**src/rtl/fpga_io_pkg.sv**
```systemverilog
// Shared constants and types for the pad-side input conditioner.
// Pin constants name the clock-capable pads that must bypass conditioning.
package fpga_io_pkg;

    localparam int N_IO_DEFAULT   = 48;
    localparam int FILT_W_DEFAULT = 8;

    localparam int SYSCLK_PIN   = 6;
    localparam int JTAG_TCK_PIN = 8;

    localparam logic [N_IO_DEFAULT-1:0] BYPASS_MASK_DEFAULT =
        (N_IO_DEFAULT'(1) << SYSCLK_PIN) | (N_IO_DEFAULT'(1) << JTAG_TCK_PIN);

    typedef logic [FILT_W_DEFAULT-1:0] filt_len_t;

endpackage

```
**src/rtl/fpga_io_cond_chan.sv**
```systemverilog
// One conditioned pad channel: synchroniser, glitch filter, edge pulses (sticky flag with FPGA_IO_COND_STICKY_EN).
// Latency SYNC_STAGES + filt_len_i + 1 cycles (filter on), SYNC_STAGES + 1 (filter off); no backpressure.
module fpga_io_cond_chan
    import fpga_io_pkg::*;
#(
    parameter int   SYNC_STAGES = 2,
    parameter int   FILT_W      = FILT_W_DEFAULT,
    parameter logic RESET_VAL   = 1'b0
) (
    input  logic              clk_i,
    input  logic              rst_i,
    input  logic              pad_i,
    input  logic              filt_en_i,
    input  logic [FILT_W-1:0] filt_len_i,
`ifdef FPGA_IO_COND_STICKY_EN
    input  logic              sticky_clr_i,
    output logic              sticky_o,
`endif
    output logic              io_o,
    output logic              rise_o,
    output logic              fall_o
);

    logic [SYNC_STAGES-1:0] sync_q;
    logic                   sync_s;
    logic                   filt_q;
    logic [FILT_W-1:0]      cnt_q;
    logic                   rise_q;
    logic                   fall_q;
    logic                   differs;
    logic                   commit;

    always_ff @(posedge clk_i or posedge rst_i) begin
        if (rst_i) begin
            sync_q <= {SYNC_STAGES{RESET_VAL}};
        end else begin
            sync_q <= {sync_q[SYNC_STAGES-2:0], pad_i};
        end
    end

    assign sync_s  = sync_q[SYNC_STAGES-1];
    assign differs = (sync_s != filt_q);
    // Config inputs are compared live, so a lowered length or a dropped enable commits on the next edge.
    assign commit  = differs && (!filt_en_i || (cnt_q >= filt_len_i));

    always_ff @(posedge clk_i or posedge rst_i) begin
        if (rst_i) begin
            filt_q <= RESET_VAL;
            cnt_q  <= '0;
            rise_q <= 1'b0;
            fall_q <= 1'b0;
        end else begin
            rise_q <= commit && sync_s;
            fall_q <= commit && !sync_s;
            if (!differs || commit) begin
                cnt_q <= '0;
            end else if (cnt_q != {FILT_W{1'b1}}) begin
                cnt_q <= cnt_q + FILT_W'(1);
            end
            if (commit) begin
                filt_q <= sync_s;
            end
        end
    end

    assign io_o   = filt_q;
    assign rise_o = rise_q;
    assign fall_o = fall_q;

`ifdef FPGA_IO_COND_STICKY_EN
    logic sticky_q;

    // Set beats clear so an edge landing in the clear cycle is not lost.
    always_ff @(posedge clk_i or posedge rst_i) begin
        if (rst_i) begin
            sticky_q <= 1'b0;
        end else if (rise_q || fall_q) begin
            sticky_q <= 1'b1;
        end else if (sticky_clr_i) begin
            sticky_q <= 1'b0;
        end
    end

    assign sticky_o = sticky_q;
`endif

endmodule

```
**src/rtl/fpga_io_conditioner.sv**
```systemverilog
// Pad-ring input conditioner: per-channel sync/filter/edge detect, clock pins bypassed (sticky flags with FPGA_IO_COND_STICKY_EN).
// Latency SYNC_STAGES + filt_len_i + 1 (bypass channels combinational); no backpressure.
module fpga_io_conditioner
    import fpga_io_pkg::*;
#(
    parameter int              N_IO        = N_IO_DEFAULT,
    parameter int              SYNC_STAGES = 2,
    parameter int              FILT_W      = FILT_W_DEFAULT,
    parameter logic [N_IO-1:0] BYPASS_MASK = N_IO'(BYPASS_MASK_DEFAULT),
    parameter logic [N_IO-1:0] RESET_VAL   = {N_IO{1'b0}}
) (
    input  logic              clk_i,
    input  logic              rst_i,
    input  logic [N_IO-1:0]   pad_i,
    input  logic [N_IO-1:0]   filt_en_i,
    input  logic [FILT_W-1:0] filt_len_i,
`ifdef FPGA_IO_COND_STICKY_EN
    input  logic [N_IO-1:0]   sticky_clr_i,
    output logic [N_IO-1:0]   sticky_o,
`endif
    output logic [N_IO-1:0]   io_o,
    output logic [N_IO-1:0]   rise_o,
    output logic [N_IO-1:0]   fall_o
);

    for (genvar i = 0; i < N_IO; i++) begin : g_chan
        if (BYPASS_MASK[i]) begin : g_bypass
            // Clock-capable pads must not see any flop delay or filtering.
            assign io_o[i]   = pad_i[i];
            assign rise_o[i] = 1'b0;
            assign fall_o[i] = 1'b0;
`ifdef FPGA_IO_COND_STICKY_EN
            assign sticky_o[i] = 1'b0;
            logic unused_cfg;
            assign unused_cfg = filt_en_i[i] ^ sticky_clr_i[i];
`else
            logic unused_cfg;
            assign unused_cfg = filt_en_i[i];
`endif
        end else begin : g_cond
            fpga_io_cond_chan #(
                .SYNC_STAGES (SYNC_STAGES),
                .FILT_W      (FILT_W),
                .RESET_VAL   (RESET_VAL[i])
            ) u_chan (
                .clk_i        (clk_i),
                .rst_i        (rst_i),
                .pad_i        (pad_i[i]),
                .filt_en_i    (filt_en_i[i]),
                .filt_len_i   (filt_len_i),
`ifdef FPGA_IO_COND_STICKY_EN
                .sticky_clr_i (sticky_clr_i[i]),
                .sticky_o     (sticky_o[i]),
`endif
                .io_o         (io_o[i]),
                .rise_o       (rise_o[i]),
                .fall_o       (fall_o[i])
            );
        end
    end

endmodule

```
**config.mk**
```make
export PLATFORM = sky130hd
export DESIGN_NAME = fpga_io_conditioner
export DESIGN_NICKNAME = d
export VERILOG_FILES = /design/src/rtl/fpga_io_pkg.sv /design/src/rtl/fpga_io_cond_chan.sv /design/src/rtl/fpga_io_conditioner.sv
export SDC_FILE = /design/constraint.sdc
export NUM_CORES = 1
export LEC_CHECK = 0
export BUFFER_PORTS_ARGS = -buffer_cell sky130_fd_sc_hd__buf_2
export CAP_MARGIN = 20
export CORE_MARGIN = 5
export CORE_UTILIZATION = 60
export CTS_CLUSTER_SIZE = 10
export DETAILED_ROUTE_END_ITERATION = 8
export GPL_ROUTABILITY_DRIVEN = 0
export PLACE_DENSITY = 0.76
export SYNTH_ARGS = -nofsm -noshare
export SYNTH_HDL_FRONTEND = slang
export SYNTH_SLANG_ARGS = --single-unit
export TNS_END_PERCENT = 20
```
**constraint.sdc**
```tcl
create_clock -name clk_i -period 54.6 [get_ports clk_i]
set_input_delay 8.19 -clock clk_i [delete_from_list [all_inputs] [get_ports clk_i]]
set_output_delay 8.19 -clock clk_i [all_outputs]
set_load 0.005 [all_outputs]
```
==> flow_summary.toml <==
[layout]
finalCoreUtilization_pct = 65.6
layout_common_cells = "dfrtp_1, ha_1, nor2_1"
final-seq-area_sq_um = 15000
multi_input_area_sq_um = 19900
finish.net_count = 3987
syn_to_final_growth_pct = 8.87
layout_commonest_cell = "dfrtp_1"
fill_cells = 4587
drive_above_1_share_pct = 15.4

[worst_setup_path]
crit_fanout = 1
end_kind = "output port"
crit_cells = 0
worstSetupStartpointType = "input pin"
timing.rr.end = "g_chan[39].g_cond.u_chan.io_o"
critPathCapture = "io_o[6]"
critPathRequiredTime_ns = 46.41
ff2ff_path_depth = 6
worstPathArrival_ns = 8.19
reg2reg_slack_ns = 52.50
startpoint = "pad_i[6]"
path_class = "in2out"
r2r_start = "g_chan[39].g_cond.u_chan.cnt_q[0]"

[grt]
grt_pass1_wl_um = 131000
grt_usage_pct = 23.7
antenna_found_initial = 8
grt_overflow = 0
grt_max_degree = 176
grt_pass1_vias = 26778

[floorplanning]
core_area_sq_um = 60100
die_area_sq_um = 65400
start_util_pct = 60.3
rows = 90
fp.dieW_um = 256
dieHeight_um = 256
io_pins = 250

[power_and_ir_drop]
p_leak_nw = 18.5
peakVddDrop_uv = 23.2
power_density_nw_per_um2 = 26.1

[place]
port-buffer-count = 239
hpwlAfterDp_um = 51900

[routing]
detailedRoute.firstPassIterationCount = 5
via_per_inst = 6.12
drt_iter0_markers = 1440
vias = 26160
wirelength_um = 78900
drc = 0
drt-wirelength-per-cell_um = 18.5
final_antenna_net_count = 0

[logic_synthesis]
synth-simple-area-share_pct = 18.4
synth_top_family_by_area = "simple AND/OR/NAND/NOR gates"
ys_ff_latch = 598
synthMuxAreaShare_pct = 3.31
ys_warn_count = 0
synthAdderAreaFrac_pct = 14.3
synth_ff_type = "dfrtp_1"
synth_edf_count = 0
synth_cell_types = 66
netlist_area_sq_um = 36200
synthXorXnorAreaFrac_pct = 2.83
synth_compound_area_share_pct = 15.9
avgSynthCellArea_sq_um = 11.0
syn_inst = 3293
synth_seq_area_share_pct = 41.3
async_flop_share_pct = 100

[clocking]
htree_levels = 3
postCtsSetupBuffers = 0
ctsResizeCount = 0
tritoncts = "yes"
cts.path.max_buffers = 3
cts_buffers = 72
clock_sinks = 598
clk_pin_slew_worst_paths_ns = 0.06
clkLatencyLatePin_ns = 0.59
hold_buffers = 0
root_buffer = "clkbuf_16"

[sta]
max_slew_margin_pct = 25.5
finalClockSkew_ns = 0.0159
rsz0062_at_grt = "no"
finalSetupTns_ns = 0
hold_violations = 0
fin_crit_ns = 16.38
timing.fmax_mhz = 61.0
setup_viol = 0
period_share_pct = 30.0
tightest_slew_ns = 1.12
drv_slew = 0

[outcome]
status = "finished clean"

[min_path]
min_path_type = "reg2reg"

[run]
cap_viol_max_count = 0
cell usage after synthesis (all sizes together) (50+ instances only):
cell	n	area, sq um
dfrtp	598	15000
ha	414	5180
nor2	359	1350
buf	152	1130
nor3	130	671
nand3	126	641
and3	120	763
nor3b	118	886
nand2	114	428
nand2b	104	696
o211ai	99	1030
o21a	92	693
inv	79	297
mux2i	66	661
a211oi	63	478
xor2	63	552
a31oi	62	388
a21oi	57	285
xnor2	54	473
nand4	51	393
o21ai	50	250
where the power goes:
group	internal, mW	total, mW	switching (mW)
sequential	0.460	0.477	0.0166
combinational	0.0553	0.126	0.0707
clock	0.251	0.429	0.177
total	0.767	1.03	0.264
kinds of logic (layout without fill, tap and decap cells):
group,Yosys count,after routing
XOR/XNOR,117,117
flip-flops,598,598
buffers and inverters,233,429
AND/OR/NAND/NOR,1230,1230
other,1,7
AO/OA/AOI/OAI,588,588
adder cells (fa/ha/maj),414,414
multiplexers,112,112
area by class of cell:
cell class              count  area share [%]
multi-input cells        2465            50.3
flip-flops and latches    598            37.9
clock buffers              94            5.04
repair buffers            251            3.32
well taps                 782            2.48
inverters                  79           0.771
clock inverters             5           0.111
diodes                      3          0.0190
flip-flops by register name, summed over array words and instances (netlist names):
register / flops
g_chan.g_cond.u_chan.io_o: 46
g_chan.g_cond.u_chan.sync_q: 92
g_chan.g_cond.u_chan.fall_o: 46
g_chan.g_cond.u_chan.rise_o: 46
g_chan.g_cond.u_chan.cnt_q: 368
how the worst min path moves through the flow:
stage | startpoint | endpoint | slack, ns | depth (start not counted)
after floorplan | g_chan[0].g_cond.u_chan.sync_q[0] | g_chan[0].g_cond.u_chan.sync_q[1] | 0.33 | 0
after global placement | g_chan[24].g_cond.u_chan.sync_q[0] | g_chan[24].g_cond.u_chan.sync_q[1] | 0.33 | 0
after detailed placement | g_chan[16].g_cond.u_chan.sync_q[0] | g_chan[16].g_cond.u_chan.sync_q[1] | 0.33 | 0
after CTS | g_chan[30].g_cond.u_chan.sync_q[0] | g_chan[30].g_cond.u_chan.sync_q[1] | 0.35 | 0
after global routing | g_chan[27].g_cond.u_chan.sync_q[0] | g_chan[27].g_cond.u_chan.sync_q[1] | 0.35 | 0
final | g_chan[17].g_cond.u_chan.sync_q[0] | g_chan[17].g_cond.u_chan.sync_q[1] | 0.34 | 0
routing by layer:
layer	part of all wire [%]	vias to the layer above	track usage, %
met4	2.6	6	7.56
met2	50	611	41.2
li1	-	12471	-
met3	5.0	159	4.12
met1	42	12913	30.3
met5	0.044	-	0
stage by stage:
stage	std cells	hold slack [ns]	cell area (sq um)	power, mW	worst slack, ns
after floorplan	3296	0.331	36300	0.581	29.67
after global placement	4175	0.331	37400	0.604	38.22
after detailed placement	4175	0.335	37400	0.611	38.22
after CTS	4274	0.346	39400	1.04	38.22
after global routing	4276	0.351	39500	1.08	38.22
final	4277	0.339	39500	1.03	38.22
(Power assumes the default switching activity.)
